<file path="config.mk">
export PLATFORM = sky130hd
export DESIGN_NAME = stack_sequencer
export DESIGN_NICKNAME = d
export VERILOG_FILES = /design/src/rtl/stack_sequencer.sv
export SDC_FILE = /design/constraint.sdc
export NUM_CORES = 1
export LEC_CHECK = 0
export ABC_AREA = 1
export CAP_MARGIN = 5
export CELL_PAD_IN_SITES_DETAIL_PLACEMENT = 0
export CELL_PAD_IN_SITES_GLOBAL_PLACEMENT = 1
export CORE_ASPECT_RATIO = 1.2
export CORE_MARGIN = 5
export CORE_UTILIZATION = 41
export DETAILED_ROUTE_END_ITERATION = 6
export PLACE_DENSITY_LB_ADDON = 0.1
export SLEW_MARGIN = 40
export SYNTH_ARGS = -nofsm -noshare
export SYNTH_HDL_FRONTEND = slang
export SYNTH_SLANG_ARGS = --single-unit
export TNS_END_PERCENT = 100
</file>
<file path="constraint.sdc">
create_clock -name clk -period 7.8 [get_ports clk]
set_clock_uncertainty 0.15 [all_clocks]
set_input_delay 1.56 -clock clk [delete_from_list [all_inputs] [get_ports clk]]
set_output_delay 1.56 -clock clk [all_outputs]
set_load 0.05 [all_outputs]
</file>
<file path="src/rtl/stack_sequencer.sv">
// Stack sequencer: owns the stack pointer and expands one-shot stack requests
// into single-cycle memory accesses toward memory_stack.
module stack_sequencer #(
  parameter int STACK_TOP = 255,
  parameter int STACK_BOT = 200,
  parameter int ADDR_W    = 8
) (
  input  logic              clk,
  input  logic              rst,
  input  logic              req,
  input  logic [2:0]        op,
  input  logic [ADDR_W-1:0] reg_in,
  input  logic [ADDR_W-1:0] pc_in,
  input  logic [3:0]        ccr_in,
  input  logic [ADDR_W-1:0] mem_rdata,
  output logic              mem_en,
  output logic              mem_read,
  output logic              mem_write,
  output logic [ADDR_W-1:0] mem_addr,
  output logic [ADDR_W-1:0] mem_data_in,
  output logic              save_flags,
  output logic              restore_flags,
  output logic [ADDR_W-1:0] sp,
  output logic              busy,
  output logic              done,
  output logic              err,
  output logic [ADDR_W-1:0] data_out,
  output logic [3:0]        ccr_out
);

  // state | meaning
  // IDLE  | waiting for req
  // WR1   | first write (data / PC)
  // WR2   | INTR flag write at sp-1
  // RD1   | read sp+1 (flags for RTI)
  // RD2   | RTI read of PC at sp+2
  // CAP   | capture popped value, done
  // FIN   | done (err=1 if rejected)
  typedef enum logic [2:0] {IDLE, WR1, WR2, RD1, RD2, CAP, FIN} state_t;

  localparam logic [2:0] OP_PUSH = 3'd0;
  localparam logic [2:0] OP_POP  = 3'd1;
  localparam logic [2:0] OP_CALL = 3'd2;
  localparam logic [2:0] OP_RET  = 3'd3;
  localparam logic [2:0] OP_INTR = 3'd4;
  localparam logic [2:0] OP_RTI  = 3'd5;

  localparam logic [ADDR_W-1:0] SP_TOP      = ADDR_W'(STACK_TOP);
  localparam logic [ADDR_W-1:0] SP_PUSH_MIN = ADDR_W'(STACK_BOT);
  localparam logic [ADDR_W-1:0] SP_INTR_MIN = ADDR_W'(STACK_BOT + 1);
  localparam logic [ADDR_W-1:0] SP_POP_MAX  = ADDR_W'(STACK_TOP - 1);
  localparam logic [ADDR_W-1:0] SP_RTI_MAX  = ADDR_W'(STACK_TOP - 2);
  localparam logic [ADDR_W-1:0] ONE         = ADDR_W'(1);
  localparam logic [ADDR_W-1:0] TWO         = ADDR_W'(2);

  state_t            state_q, state_d;
  logic [2:0]        op_q, op_d;
  logic [ADDR_W-1:0] reg_q, reg_d;
  logic [ADDR_W-1:0] pc_q, pc_d;
  logic [3:0]        ccr_q, ccr_d;
  logic [ADDR_W-1:0] sp_q, sp_d;
  logic [ADDR_W-1:0] data_out_q, data_out_d;
  logic [3:0]        ccr_out_q, ccr_out_d;
  logic              mem_en_q, mem_en_d;
  logic              mem_read_q, mem_read_d;
  logic              mem_write_q, mem_write_d;
  logic [ADDR_W-1:0] mem_addr_q, mem_addr_d;
  logic [ADDR_W-1:0] mem_data_q, mem_data_d;
  logic              save_q, save_d;
  logic              restore_q, restore_d;
  logic              busy_q, busy_d;
  logic              done_q, done_d;
  logic              err_q, err_d;

  always_comb begin
    state_d    = state_q;
    op_d       = op_q;
    reg_d      = reg_q;
    pc_d       = pc_q;
    ccr_d      = ccr_q;
    sp_d       = sp_q;
    data_out_d = data_out_q;
    ccr_out_d  = ccr_out_q;

    case (state_q)
      IDLE: begin
        if (req) begin
          op_d  = op;
          reg_d = reg_in;
          pc_d  = pc_in;
          ccr_d = ccr_in;
          case (op)
            OP_PUSH, OP_CALL: state_d = (sp_q >= SP_PUSH_MIN) ? WR1 : FIN;
            OP_INTR:          state_d = (sp_q >= SP_INTR_MIN) ? WR1 : FIN;
            OP_POP, OP_RET:   state_d = (sp_q <= SP_POP_MAX)  ? RD1 : FIN;
            OP_RTI:           state_d = (sp_q <= SP_RTI_MAX)  ? RD1 : FIN;
            default:          state_d = FIN;
          endcase
        end
      end
      WR1: begin
        if (op_q == OP_INTR) begin
          state_d = WR2;
        end else begin
          sp_d    = sp_q - ONE;
          state_d = FIN;
        end
      end
      WR2: begin
        sp_d    = sp_q - TWO;
        state_d = FIN;
      end
      RD1: state_d = (op_q == OP_RTI) ? RD2 : CAP;
      RD2: begin
        ccr_out_d = mem_rdata[3:0];
        state_d   = CAP;
      end
      CAP: begin
        data_out_d = mem_rdata;
        sp_d       = (op_q == OP_RTI) ? sp_q + TWO : sp_q + ONE;
        state_d    = IDLE;
      end
      FIN:     state_d = IDLE;
      default: state_d = IDLE;
    endcase

    // Outputs are decoded for the state being entered so they come straight from flops.
    mem_en_d    = 1'b0;
    mem_read_d  = 1'b0;
    mem_write_d = 1'b0;
    mem_addr_d  = '0;
    mem_data_d  = '0;
    save_d      = 1'b0;
    restore_d   = 1'b0;
    busy_d      = 1'b0;
    done_d      = 1'b0;
    err_d       = 1'b0;
    case (state_d)
      WR1: begin
        mem_en_d    = 1'b1;
        mem_write_d = 1'b1;
        mem_addr_d  = sp_d;
        busy_d      = 1'b1;
        case (op_d)
          OP_PUSH: mem_data_d = reg_d;
          OP_CALL: mem_data_d = pc_d + ONE;
          default: mem_data_d = pc_d;
        endcase
      end
      WR2: begin
        mem_en_d    = 1'b1;
        mem_write_d = 1'b1;
        mem_addr_d  = sp_d - ONE;
        mem_data_d  = {{(ADDR_W-4){1'b0}}, ccr_d};
        save_d      = 1'b1;
        busy_d      = 1'b1;
      end
      RD1: begin
        mem_en_d   = 1'b1;
        mem_read_d = 1'b1;
        mem_addr_d = sp_d + ONE;
        restore_d  = (op_d == OP_RTI);
        busy_d     = 1'b1;
      end
      RD2: begin
        mem_en_d   = 1'b1;
        mem_read_d = 1'b1;
        mem_addr_d = sp_d + TWO;
        busy_d     = 1'b1;
      end
      CAP: done_d = 1'b1;
      FIN: begin
        done_d = 1'b1;
        // FIN is only reached straight from IDLE when the request is rejected.
        err_d  = (state_q == IDLE);
      end
      default: ;
    endcase
  end

  always_ff @(posedge clk or negedge rst) begin
    if (!rst) begin
      state_q     <= IDLE;
      op_q        <= '0;
      reg_q       <= '0;
      pc_q        <= '0;
      ccr_q       <= '0;
      sp_q        <= SP_TOP;
      data_out_q  <= '0;
      ccr_out_q   <= '0;
      mem_en_q    <= 1'b0;
      mem_read_q  <= 1'b0;
      mem_write_q <= 1'b0;
      mem_addr_q  <= '0;
      mem_data_q  <= '0;
      save_q      <= 1'b0;
      restore_q   <= 1'b0;
      busy_q      <= 1'b0;
      done_q      <= 1'b0;
      err_q       <= 1'b0;
    end else begin
      state_q     <= state_d;
      op_q        <= op_d;
      reg_q       <= reg_d;
      pc_q        <= pc_d;
      ccr_q       <= ccr_d;
      sp_q        <= sp_d;
      data_out_q  <= data_out_d;
      ccr_out_q   <= ccr_out_d;
      mem_en_q    <= mem_en_d;
      mem_read_q  <= mem_read_d;
      mem_write_q <= mem_write_d;
      mem_addr_q  <= mem_addr_d;
      mem_data_q  <= mem_data_d;
      save_q      <= save_d;
      restore_q   <= restore_d;
      busy_q      <= busy_d;
      done_q      <= done_d;
      err_q       <= err_d;
    end
  end

  assign mem_en        = mem_en_q;
  assign mem_read      = mem_read_q;
  assign mem_write     = mem_write_q;
  assign mem_addr      = mem_addr_q;
  assign mem_data_in   = mem_data_q;
  assign save_flags    = save_q;
  assign restore_flags = restore_q;
  assign sp            = sp_q;
  assign busy          = busy_q;
  assign done          = done_q;
  assign err           = err_q;
  assign data_out      = data_out_q;
  assign ccr_out       = ccr_out_q;

endmodule

</file>
### Word-level counts from Yosys, hierarchy flattened

Cells that the tools add are included.

| storage, ports and cells | value |
|---|---|
| register bits | 69 |
| bits of input ports | 34 |
| output and inout port bits | 44 |
| word-level logic and storage cells | 88 |

| operators by class | value |
|---|---|
| add/subtract/negate cells | 8 |
| order comparisons | 4 |
| equal/unequal tests | 20 |
| mux-type cells | 30 |
| reductions and logical operators | 9 |

Operator list:

| cell | number |
|---|---|
| 8-bit two-way mux | 6 |
| 8-bit one-hot mux with 2 select lines | 2 |
| 8-bit one-hot mux with 4 select lines | 1 |
| 3-bit equality test, second input constant | 10 |
| 8-bit by 1-bit adder with 8-bit output, second input constant | 3 |
| 3-bit two-way mux | 8 |
| 8-bit one-hot mux with 3 select lines | 1 |
| 3-bit by 2-bit equality test with 1-bit output, second input constant | 7 |
| 8-bit by 2-bit adder with 8-bit output, second input constant | 2 |
| 8-bit >= comparator, second input constant | 2 |
| 8-bit less-or-equal comparator, second input constant | 2 |
| 8-bit by 1-bit subtractor with 8-bit output, second input constant | 2 |
| 3-bit one-hot mux with 5 select lines | 1 |
| 3-bit one-hot mux with 4 select lines | 1 |
| 2-bit OR reduction | 5 |
| 3-bit by 1-bit equality test with 1-bit output, second input constant | 3 |
| 3-bit zero test | 3 |
| 1-bit two-way mux | 8 |
| 4-bit two-way mux | 2 |
| 8-bit by 2-bit subtractor with 8-bit output, second input constant | 1 |
| 4-bit OR reduction | 1 |

### Logic depth before layout (Yosys ltp)

Gate-level depths: netlist of run 1.

| logic depth | value |
|---|---|
| depth after elaboration | 8 |
| depth in mapped cells | 22 |
| depth with buffers taken out | 22 |

### Least setup slack after synthesis of run 1

Ideal clock, no wire load.

| path | value |
|---|---|
| path type | input -> register |
| start | in op[1] |
| end | reg mem_addr_q[6] (netlist: mem_addr[6]) |
| library setup time | 119 ps |
| arrival | 3492 ps |
| data required time | 7531 ps |
| path slack | 4039 ps |
| stages on the path | 18 |
| buffers on the path | 0 |
| cells stage by stage | inv_1 -> nand2_1 -> nor2_1 -> nand3_1 -> nand2_1 -> nor2_1 -> nand3_2 -> nand2_2 -> nand2_1 -> ha_1 -> inv_1 -> o31ai_1 -> nand2_1 -> nand2_1 -> a21oi_1 -> xnor2_1 -> a21oi_1 -> nand2_1 |

| between the ends | value |
|---|---|
| cells in the longest elaborated chain, start to end | 7 |
| elaborated cells on any way between the ends | 16 |
| classes of those cells | 9 x eq/ne; 4 x mux; 3 x reduce/logical |

RTL lines:

| element | line | RTL |
|---|---|---|
| from (decl) | 11 | `input logic [2:0] op,` |
| 3-bit by 1-bit equality test with 1-bit output (tied with other cells) | 92 | `case (op)` |
| 2-bit OR reduction | 92 |  |
| 3-bit one-hot mux with 4 select lines * | 92 |  |
| 3-bit two-way mux * | 87 | `if (req) begin` |
| 3-bit one-hot mux with 5 select lines * | 85 | `case (state_q)` |
| named net state_d[0] | 56 | `state_t state_q, state_d;` |
| 3-bit equality test (tied with other cells) | 138 | `case (state_d)` |
| 8-bit one-hot mux with 4 select lines * | 138 |  |
| named net mem_addr_d[6] | 67 | `logic [ADDR_W-1:0] mem_addr_q, mem_addr_d;` |
| to (signal assigned) | 213 | `mem_addr_q <= mem_addr_d;` |
| to (decl) | 67 |  |

The timed path passes the listed nets; every way through them passes the cells marked *.
A chain may end at the register's enable or synchronous reset.

### Worst setup path after layout of run 1

| path | value |
|---|---|
| start | in req |
| end | reg mem_addr_q[6] (netlist: mem_addr[6]) |

| between the ends | value |
|---|---|
| cells in the longest elaborated chain, start to end | 4 |
| elaborated cells on any way between the ends | 7 |
| classes of those cells | 4 x eq/ne; 3 x mux |

RTL lines:

| element | line | RTL |
|---|---|---|
| from (decl) | 10 | `input logic req,` |
| 3-bit two-way mux * | 87 |  |
| 3-bit one-hot mux with 5 select lines * | 85 |  |
| named net state_d[1] | 56 |  |
| 3-bit equality test (tied with other cells) | 138 |  |
| 8-bit one-hot mux with 4 select lines * | 138 |  |
| named net mem_addr_d[6] | 67 |  |

Marked as above.

==> results of run 1 <==
through the flow:
stage | instances | area, µm² | utilization (%) | hold WS (ps) | setup slack (ps)
final | 793 | 5430 | 53.8 | 327 | 3150
after global routing | 793 | 5430 | 53.8 | 354 | 2800
after CTS | 793 | 5430 | 53.8 | 332 | 3110
after detailed placement | 778 | 5130 | 50.8 | 316 | 2770
after global placement | 778 | 5130 | 50.7 | 311 | 2850
after floorplan | 585 | 4270 | - | 295 | 4040
cells in the final DEF, fill, tap and decap left out, drive strengths merged, types with 4 or more instances in the layout:
master	count
nand2	202
inv	84
clkdlybuf4s50	76
nand3	64
dfrtp	61
nor2	42
o21ai	28
a21oi	19
ha	14
nand4	10
clkbuf	10
dfstp	8
o211ai	7
nor3	4
metal layers:
| metal | vias to the layer above | track usage, % |
|---|---|---|
| met2 | 111 | 33.7 |
| met3 | 10 | 4.18 |
| met1 | 1857 | 26.9 |
| met5 | - | 0 |
| met4 | 0 | 5.34 |
| li1 | 2025 | - |
layout make-up:
cell class              instances  area, µm²
clock buffers                  10        239
well taps                     126        158
flip-flops and latches         69       1740
multi-input cells             421       2140
clock inverters                 5       61.3
repair buffers                 78        777
inverters                      84        318
fillers                      1023       4680
critical path: cells and delay by family:
family	cells	cell delay, ps
AO/OA/AOI/OAI	3	500
AND/OR/NAND/NOR	7	1120
buffers and inverters	3	960
adder cells (fa/ha/maj)	1	430
XOR/XNOR	1	120
final timing paths:
path                                    startpoint                        to  slack (ps)
max                                            req     mem_addr[6]$_DFF_PN0_        3150
min                        data_out[5]$_DFFE_PN0N_   data_out[5]$_DFFE_PN0N_         330
max reg2reg                        sp[1]$_DFF_PN1_     mem_addr[6]$_DFF_PN0_        4190
min reg2reg                data_out[5]$_DFFE_PN0N_   data_out[5]$_DFFE_PN0N_         330
max in group asynchronous                      rst       mem_write$_DFF_PN0_        5890
min in group asynchronous                      rst  mem_data_in[6]$_DFF_PN0_        1170
flip-flops by register name, summed over array words and instances, names as in the netlist, 3 cells and up:
| register | count |
|---|---|
| data_out | 8 |
| mem_addr | 8 |
| mem_data_in | 8 |
| pc_q | 8 |
| reg_q | 8 |
| sp | 8 |
| ccr_out | 4 |
| ccr_q | 4 |
| op_q | 3 |
| state_q | 3 |
cell families (layout without fill, tap and decap cells):
kind of cell	count (synthesis)	after routing	synth area share [%]
buf+inv	95	177	9.09
xor+xnor	5	5	1.03
simple gates	334	334	35.3
fa+ha+maj	15	15	4.57
flops	69	69	40.7
compound gates	66	66	9.14
mux	1	1	0.234
==> results.md, run 1 <==
Run status:
- The run finished with clean final reports.

STA:
- Setup repair after global routing left no endpoint under its margin.
- The number of hold violations in the final report is 0.
- The part of the cycle the worst path needs is 59.6%.
- Subtracting the final worst setup slack from the clock period gives 4650 ps.
- The final total negative setup slack is 0 ps.
- The count of pins over their slew limit is 0.
- The fmax is 0.215 GHz.
- The worst pin sits at a relative slew slack of 58.1%.
- Setup violations remaining at the end of the flow were counted as 0.
- The slew of the pin with the lowest slew margin is 629 ps.

Yosys:
- The most common cell in the synthesized netlist is sky130_fd_sc_hd__nand2_1.
- Counting flops with an async set or reset pin after synthesis yields a share of 100%.
- By count the netlist is led by 196 x sky130_fd_sc_hd__nand2_1, 74 x sky130_fd_sc_hd__inv_1, 61 x sky130_fd_sc_hd__dfrtp_1.
- The library cell with the largest summed area after synthesis is sky130_fd_sc_hd__dfrtp_1.
- The mean post-synth cell area is 7.30 µm².
- The area share of the leading cell type in the synthesized netlist is 35.8%.
- Among all flip-flop cells after synthesis, the most frequent one is sky130_fd_sc_hd__dfrtp_1.
- The number of distinct library cells after synthesis is 45.
- Of the synthesized area, sequential elements account for 40.7%.
- The net count after synthesis is 634.
- The number of warnings printed during yosys synthesis is 0.
- After synthesis, the cell types taking the most area are sky130_fd_sc_hd__dfrtp_1 36%, sky130_fd_sc_hd__nand2_1 17%, sky130_fd_sc_hd__nand3_1 6.9%.
- Synthesis produced a netlist whose cell count is 585.
- The number of register bits inferred by synthesis is 69.
- The synthesized netlist occupies a cell area of 4270 µm².
- The number of synthesized flops with an enable pin is 0.

Route:
- The initial DRC count is 298.
- The remaining antenna violation count is 0.
- The final routed wire length divided by cell count is 15.4 µm.
- Across all layers, the routed design uses 4003 vias.
- Summed over all nets, wire length on met3 after detailed routing comes to 679 µm.
- For this block, wires on met1 add up to 5570 µm.
- The final layout contains routed wiring with a total length of 12200 µm.
- The wire length on met2 is 5800 µm.
- The detailed router used layers up to and including met4.
- The number of iterations in the first detailed-routing pass is 5.
- Dividing the detail-routed via count by the number of cells gives 5.05.
- The final routed DRC violation total is 0.

Clock network:
- The number of resized instances in the post-cts repair step is 0.
- The number of CTS-inserted buffers is 9.
- The number of sinks on the clock net is 69.
- The clock latency of the later-clocked register in the worst-skew pair is 330 ps.
- The CTS H-tree depth is 3.
- The clock tree root driver cell is sky130_fd_sc_hd__clkbuf_16.
- The setup fix buffers added after clock tree synthesis is 0.
- Counting along the longest clock path gives a buffer depth of 2.
- After clock tree synthesis, the flow added hold-fix buffers numbering 0.
- The clock tree from TritonCTS is built.
- The clock-pin slew on the worst setup and hold paths is 60 ps.

Finish:
- The number of antenna diodes in the final layout is 0.
- The area growth from synthesis to layout is 27.3%.
- The number of nets in the layout is 712.
- In the final layout, the share of cells above drive strength 1 is 9.45%.

Floorplan:
- The vertical die dimension is 122 µm.
- The core area is 10100 µm².
- Measured along the x axis, the die boundary spans 103 µm.
- The die area is 12600 µm².
- The row count is 40.
- The starting density of the core is 42.2%.
- The top-level I/O count is 78.

Worst setup path:
- On the worst path, the slowest cell contributes a delay of 500 ps.
- The cell with the most instances on the worst path is sky130_fd_sc_hd__nand2_1.
- The setup path with the least slack is of type in2reg.
- The worst setup path is captured at a flip-flop.
- The required time at the endpoint of the critical path is 7870 ps.
- The maximum net fanout on the critical path is 33.
- For this design, the slowest cell found on the critical path is sky130_fd_sc_hd__clkdlybuf4s50_1.
- The worst setup path is launched from a primary input.
- Walking the worst path, the cells encountered are clkdlybuf4s50_1 > nand3_4 > inv_2 > nand3_1 > nand2_2 > nand2_1 > ha_1 > inv_1 > o31ai_1 > nand2_1 > nand2_1 > a21oi_1 > xnor2_1 > a21oi_1 > nand2_1.
- Data on the critical path arrives at its endpoint at 4720 ps.
- The cell count of the worst reg-to-reg path is 18.

Placed design:
- The half-perimeter wire length after detailed placement is 9050 µm.
- Input and output buffers added on the ports amount to 77.
- The routability-driven placement congestion ratio is 0.917.

Global route:
- The number of antenna violations at the first check in global routing came to 0.
- After global routing the overflow that remains totals 0.
- The global-route wire length before repair is 19900 µm.
- The total global routing track utilization is 20.3%.
- The number of global-route vias before repair came to 4064.
- The largest net degree at the start of global routing is 70.

Job:
- The tool flagged a number of max-cap violations equal to 0.

Min path:
- The kind of path behind the tightest hold check is reg2reg.
- The worst hold path was traced through 2 stages.
Power of run 1 is left out: the tool's default activity adds up to more than one toggle a clock period on the data nets, which glitch-free logic cannot reach.
==> inputs of run 2 (changes only) <==
--- a/config.mk
+++ b/config.mk
@@ -11,7 +11,7 @@
 export CELL_PAD_IN_SITES_GLOBAL_PLACEMENT = 1
 export CORE_ASPECT_RATIO = 1.2
 export CORE_MARGIN = 5
-export CORE_UTILIZATION = 41
+export CORE_UTILIZATION = 34
 export DETAILED_ROUTE_END_ITERATION = 6
 export PLACE_DENSITY_LB_ADDON = 0.1
 export SLEW_MARGIN = 40
==> constraint.sdc (replaced) <==
create_clock -name clk -period 4.2 [get_ports clk]
set_clock_uncertainty 0.15 [all_clocks]
set_input_delay 0.84 -clock clk [delete_from_list [all_inputs] [get_ports clk]]
set_output_delay 0.84 -clock clk [all_outputs]
set_load 0.05 [all_outputs]
==> run 2 against run 1 <==
Effect of this change: die area is 19% higher; via count hardly changed; cell area is 1.3% higher; utilization is 8.7 points lower; hold slack worse by 0.64 ps; critical path type is now reg2reg; highest routed layer unchanged.
==> results.md, run 2 (synthesized netlist as in run 1, its figures left out) <==
Clock network:
- The clock tree root driver cell is sky130_fd_sc_hd__clkbuf_16.
- The quantity of hold-fixing buffers added after cts is 0.
- The number of sinks on the clock net is 69.
- The number of CTS-inserted buffers is 9.
- The CTS H-tree depth is 3.
- Clock-pin slew was measured on the worst setup and hold paths at 60 ps.
- Counting along the longest clock path gives a buffer depth of 2.
- Once the clock tree was built, the resizer swapped 0 gates to a different size.
- The clock tree from TritonCTS is built.
- For the worst-skew pair, the clock arrives at the later sink with an insertion delay of 330 ps.
- The setup fix buffers added after clock tree synthesis is 0.

Route:
- The average vias per placed instance is 4.81.
- The final routed wire length divided by cell count is 15.2 µm.
- The remaining antenna violation count is 0.
- The total number of vias is 4001.
- The first detailed-routing pass took 4 iterations.
- In this run, the number of DRC markers left after iteration 0 of detailed routing was 226.
- The sum of routed wire length over all layers is 12600 µm.
- The final routed DRC violation total is 0.

Worst setup path:
- On the worst path, the slowest cell contributes a delay of 440 ps.
- STA puts the critical path data arrival time at 3740 ps.
- The required time at the endpoint of the critical path is 4270 ps.
- The startpoint class of the critical path is a flip-flop.
- In this run the critical register-to-register path is captured at mem_addr[6]$_DFF_PN0_.
- The worst register-to-register path begins at sp[1]$_DFF_PN1_.
- Among the stages of the critical path, the cell type that occurs most often is sky130_fd_sc_hd__nand2_1.
- By startpoint and endpoint, the worst setup path is classified as reg2reg.
- The sort of element at the end of the critical path is a flip-flop.
- The setup slack of the most critical reg-to-reg path is 520 ps.
- In this run the worst path has a maximum fanout of 8.
- The critical path's top delay family is simple AND/OR/NAND/NOR gates.
- The number of cells on the worst reg-to-reg path is 20.
- The critical path goes through inv_1 > ha_1 > inv_1 > nand2_1 > nor2_1 > nand3_1 > nand2_1 > nor2_1 > nand3_2 > nand2_2 > nand2_1 > ha_1 > inv_1 > o31ai_1 > nand2_1 > nand2_1 > a21oi_1 > xnor2_1 > a21oi_1 > nand2_1.
- The slowest stage of the critical path belongs to the cell sky130_fd_sc_hd__ha_1.
- Together, buffers and inverters on the worst path number 3.

Placed design:
- The half-perimeter wire length after detailed placement is 9460 µm.
- The routability-driven placement congestion ratio is 0.836.
- Input and output buffers added on the ports amount to 77.

Min path:
- The capture endpoint of the worst hold path is data_out[6]$_DFFE_PN0N_.
- The start point of the worst hold path is data_out[6]$_DFFE_PN0N_.
- Along the worst hold path, the cell count comes to 2.
- The kind of path behind the tightest hold check is reg2reg.

Global route:
- The first global-routing pass estimated 20700 µm of wire.
- The total global routing track utilization is 17.2%.
- For this run the aggregate overflow at the end of global routing stands at 0.
- Entering global routing, the biggest net connects 70 pins.
- The number of antenna violations at the first check in global routing was 0.
- The number of global-route vias before repair is 4080.

STA:
- Setup repair after global routing left no endpoint under its margin.
- The relative max-transition margin is 58.9%.
- The final total negative setup slack is 0 ps.
- The final hold slack is 326 ps.
- Setup violations remaining at the end of the flow were counted as 0.
- The part of the cycle the worst path needs is 87.5%.
- The post-route minimum period is 3680 ps.
- The number of hold violations in the final report is 0.
- At the pin with the least slew margin, the transition time is 616 ps.
- The fmax is 0.272 GHz.
- The count of pins over their slew limit came to 0.

Floorplan:
- For this configuration, the core starts out at a cell density of 34.9%.
- After floorplanning, the core was sized to cover 12200 µm².
- The die is 112 µm wide.
- In this run the core area contains 44 standard-cell rows.
- The die area is 14900 µm².
- The floorplan step set the die height to 133 µm.
- The top-level I/O count is 78.

Finish:
- The number of fillers in the final layout is 1248.
- In the layout the commonest cells are 196 x sky130_fd_sc_hd__nand2_1, 76 x sky130_fd_sc_hd__clkdlybuf4s50_1, 74 x sky130_fd_sc_hd__inv_1.
- At the end of the flow, the number of nets in the layout was 715.
- Relative to the synthesized area, the layout overhead comes to 28.9%.
- The number of antenna diodes is 0.
- Leaving out fill and tap cells, the most frequent cell in the layout is sky130_fd_sc_hd__nand2_1.
- In the final layout, the share of cells above drive strength 1 is 9.84%.

Run status:
- The run finished with clean final reports.

Job:
- The number of max-capacitance violations reported is 0.
run 2: cell count changes in the layout (fill, tap and decap cells not counted):
cell,before,now
sky130_fd_sc_hd__clkbuf_1,0,1
sky130_fd_sc_hd__buf_4,0,3
sky130_fd_sc_hd__clkinvlp_4,3,1
sky130_fd_sc_hd__clkinv_4,1,2
sky130_fd_sc_hd__clkinv_2,0,1
run 2: per-stage QoR:
step | area [µm²] | util, % | std cells | setup WS (ps)
6_report | 5500 | 45.0 | 832 | 525
5_1_grt | 5500 | 45.0 | 832 | 199
4_1_cts | 5500 | 45.0 | 832 | 540
3_5_place_dp | 5200 | 42.5 | 816 | 252
3_3_place_gp | 5200 | 42.5 | 816 | 345
2_1_floorplan | 4270 | - | 585 | 879
run 2: cell type report:
type                            instances  area [µm²]  area share (%)
Multi-Input combinational cell        421        2140            39.0
Sequential cell                        69        1740            31.6
Timing Repair Buffer                   81         800            14.5
Inverter                               84         318            5.78
Clock buffer                           11         243            4.41
Tap cell                              161         201            3.66
Clock inverter                          5        60.1            1.09
run 2: routing by layer:
layer	track usage (%)	vias up	wire (µm)
li1	-	2035	-
met5	0	-	0
met2	29.3	100	6110
met3	3.47	13	549
met1	22.2	1853	5810
met4	4.74	0	143
run 2: worst register-to-register path: stages, from the launching register on:
cell	delay, ps
sky130_fd_sc_hd__dfstp_2	420
sky130_fd_sc_hd__inv_1	240
sky130_fd_sc_hd__ha_1	350
sky130_fd_sc_hd__inv_1	100
sky130_fd_sc_hd__nand2_1	80
sky130_fd_sc_hd__nor2_1	40
sky130_fd_sc_hd__nand3_1	60
sky130_fd_sc_hd__nand2_1	50
sky130_fd_sc_hd__nor2_1	170
sky130_fd_sc_hd__nand3_2	120
sky130_fd_sc_hd__nand2_2	150
sky130_fd_sc_hd__nand2_1	230
sky130_fd_sc_hd__ha_1	440
sky130_fd_sc_hd__inv_1	80
sky130_fd_sc_hd__o31ai_1	330
sky130_fd_sc_hd__nand2_1	120
sky130_fd_sc_hd__nand2_1	80
sky130_fd_sc_hd__a21oi_1	70
sky130_fd_sc_hd__xnor2_1	120
sky130_fd_sc_hd__a21oi_1	120
sky130_fd_sc_hd__nand2_1	60
run 2: how the worst max path moves through the flow:
| stage | from | end | slack [ps] | cells past startpoint |
|---|---|---|---|---|
| after global placement | op[1] | mem_addr[6]$_DFF_PN0_ | 350 | 19 |
| final | sp[1]$_DFF_PN1_ | mem_addr[6]$_DFF_PN0_ | 520 | 20 |
| after CTS | sp[1]$_DFF_PN1_ | mem_addr[6]$_DFF_PN0_ | 540 | 20 |
| after global routing | sp[1]$_DFF_PN1_ | mem_addr[6]$_DFF_PN0_ | 200 | 20 |
| after floorplan | sp[2]$_DFF_PN1_ | mem_addr[6]$_DFF_PN0_ | 880 | 18 |
| after detailed placement | op[1] | mem_addr[6]$_DFF_PN0_ | 250 | 19 |
Power of run 2 is left out for the same reason.
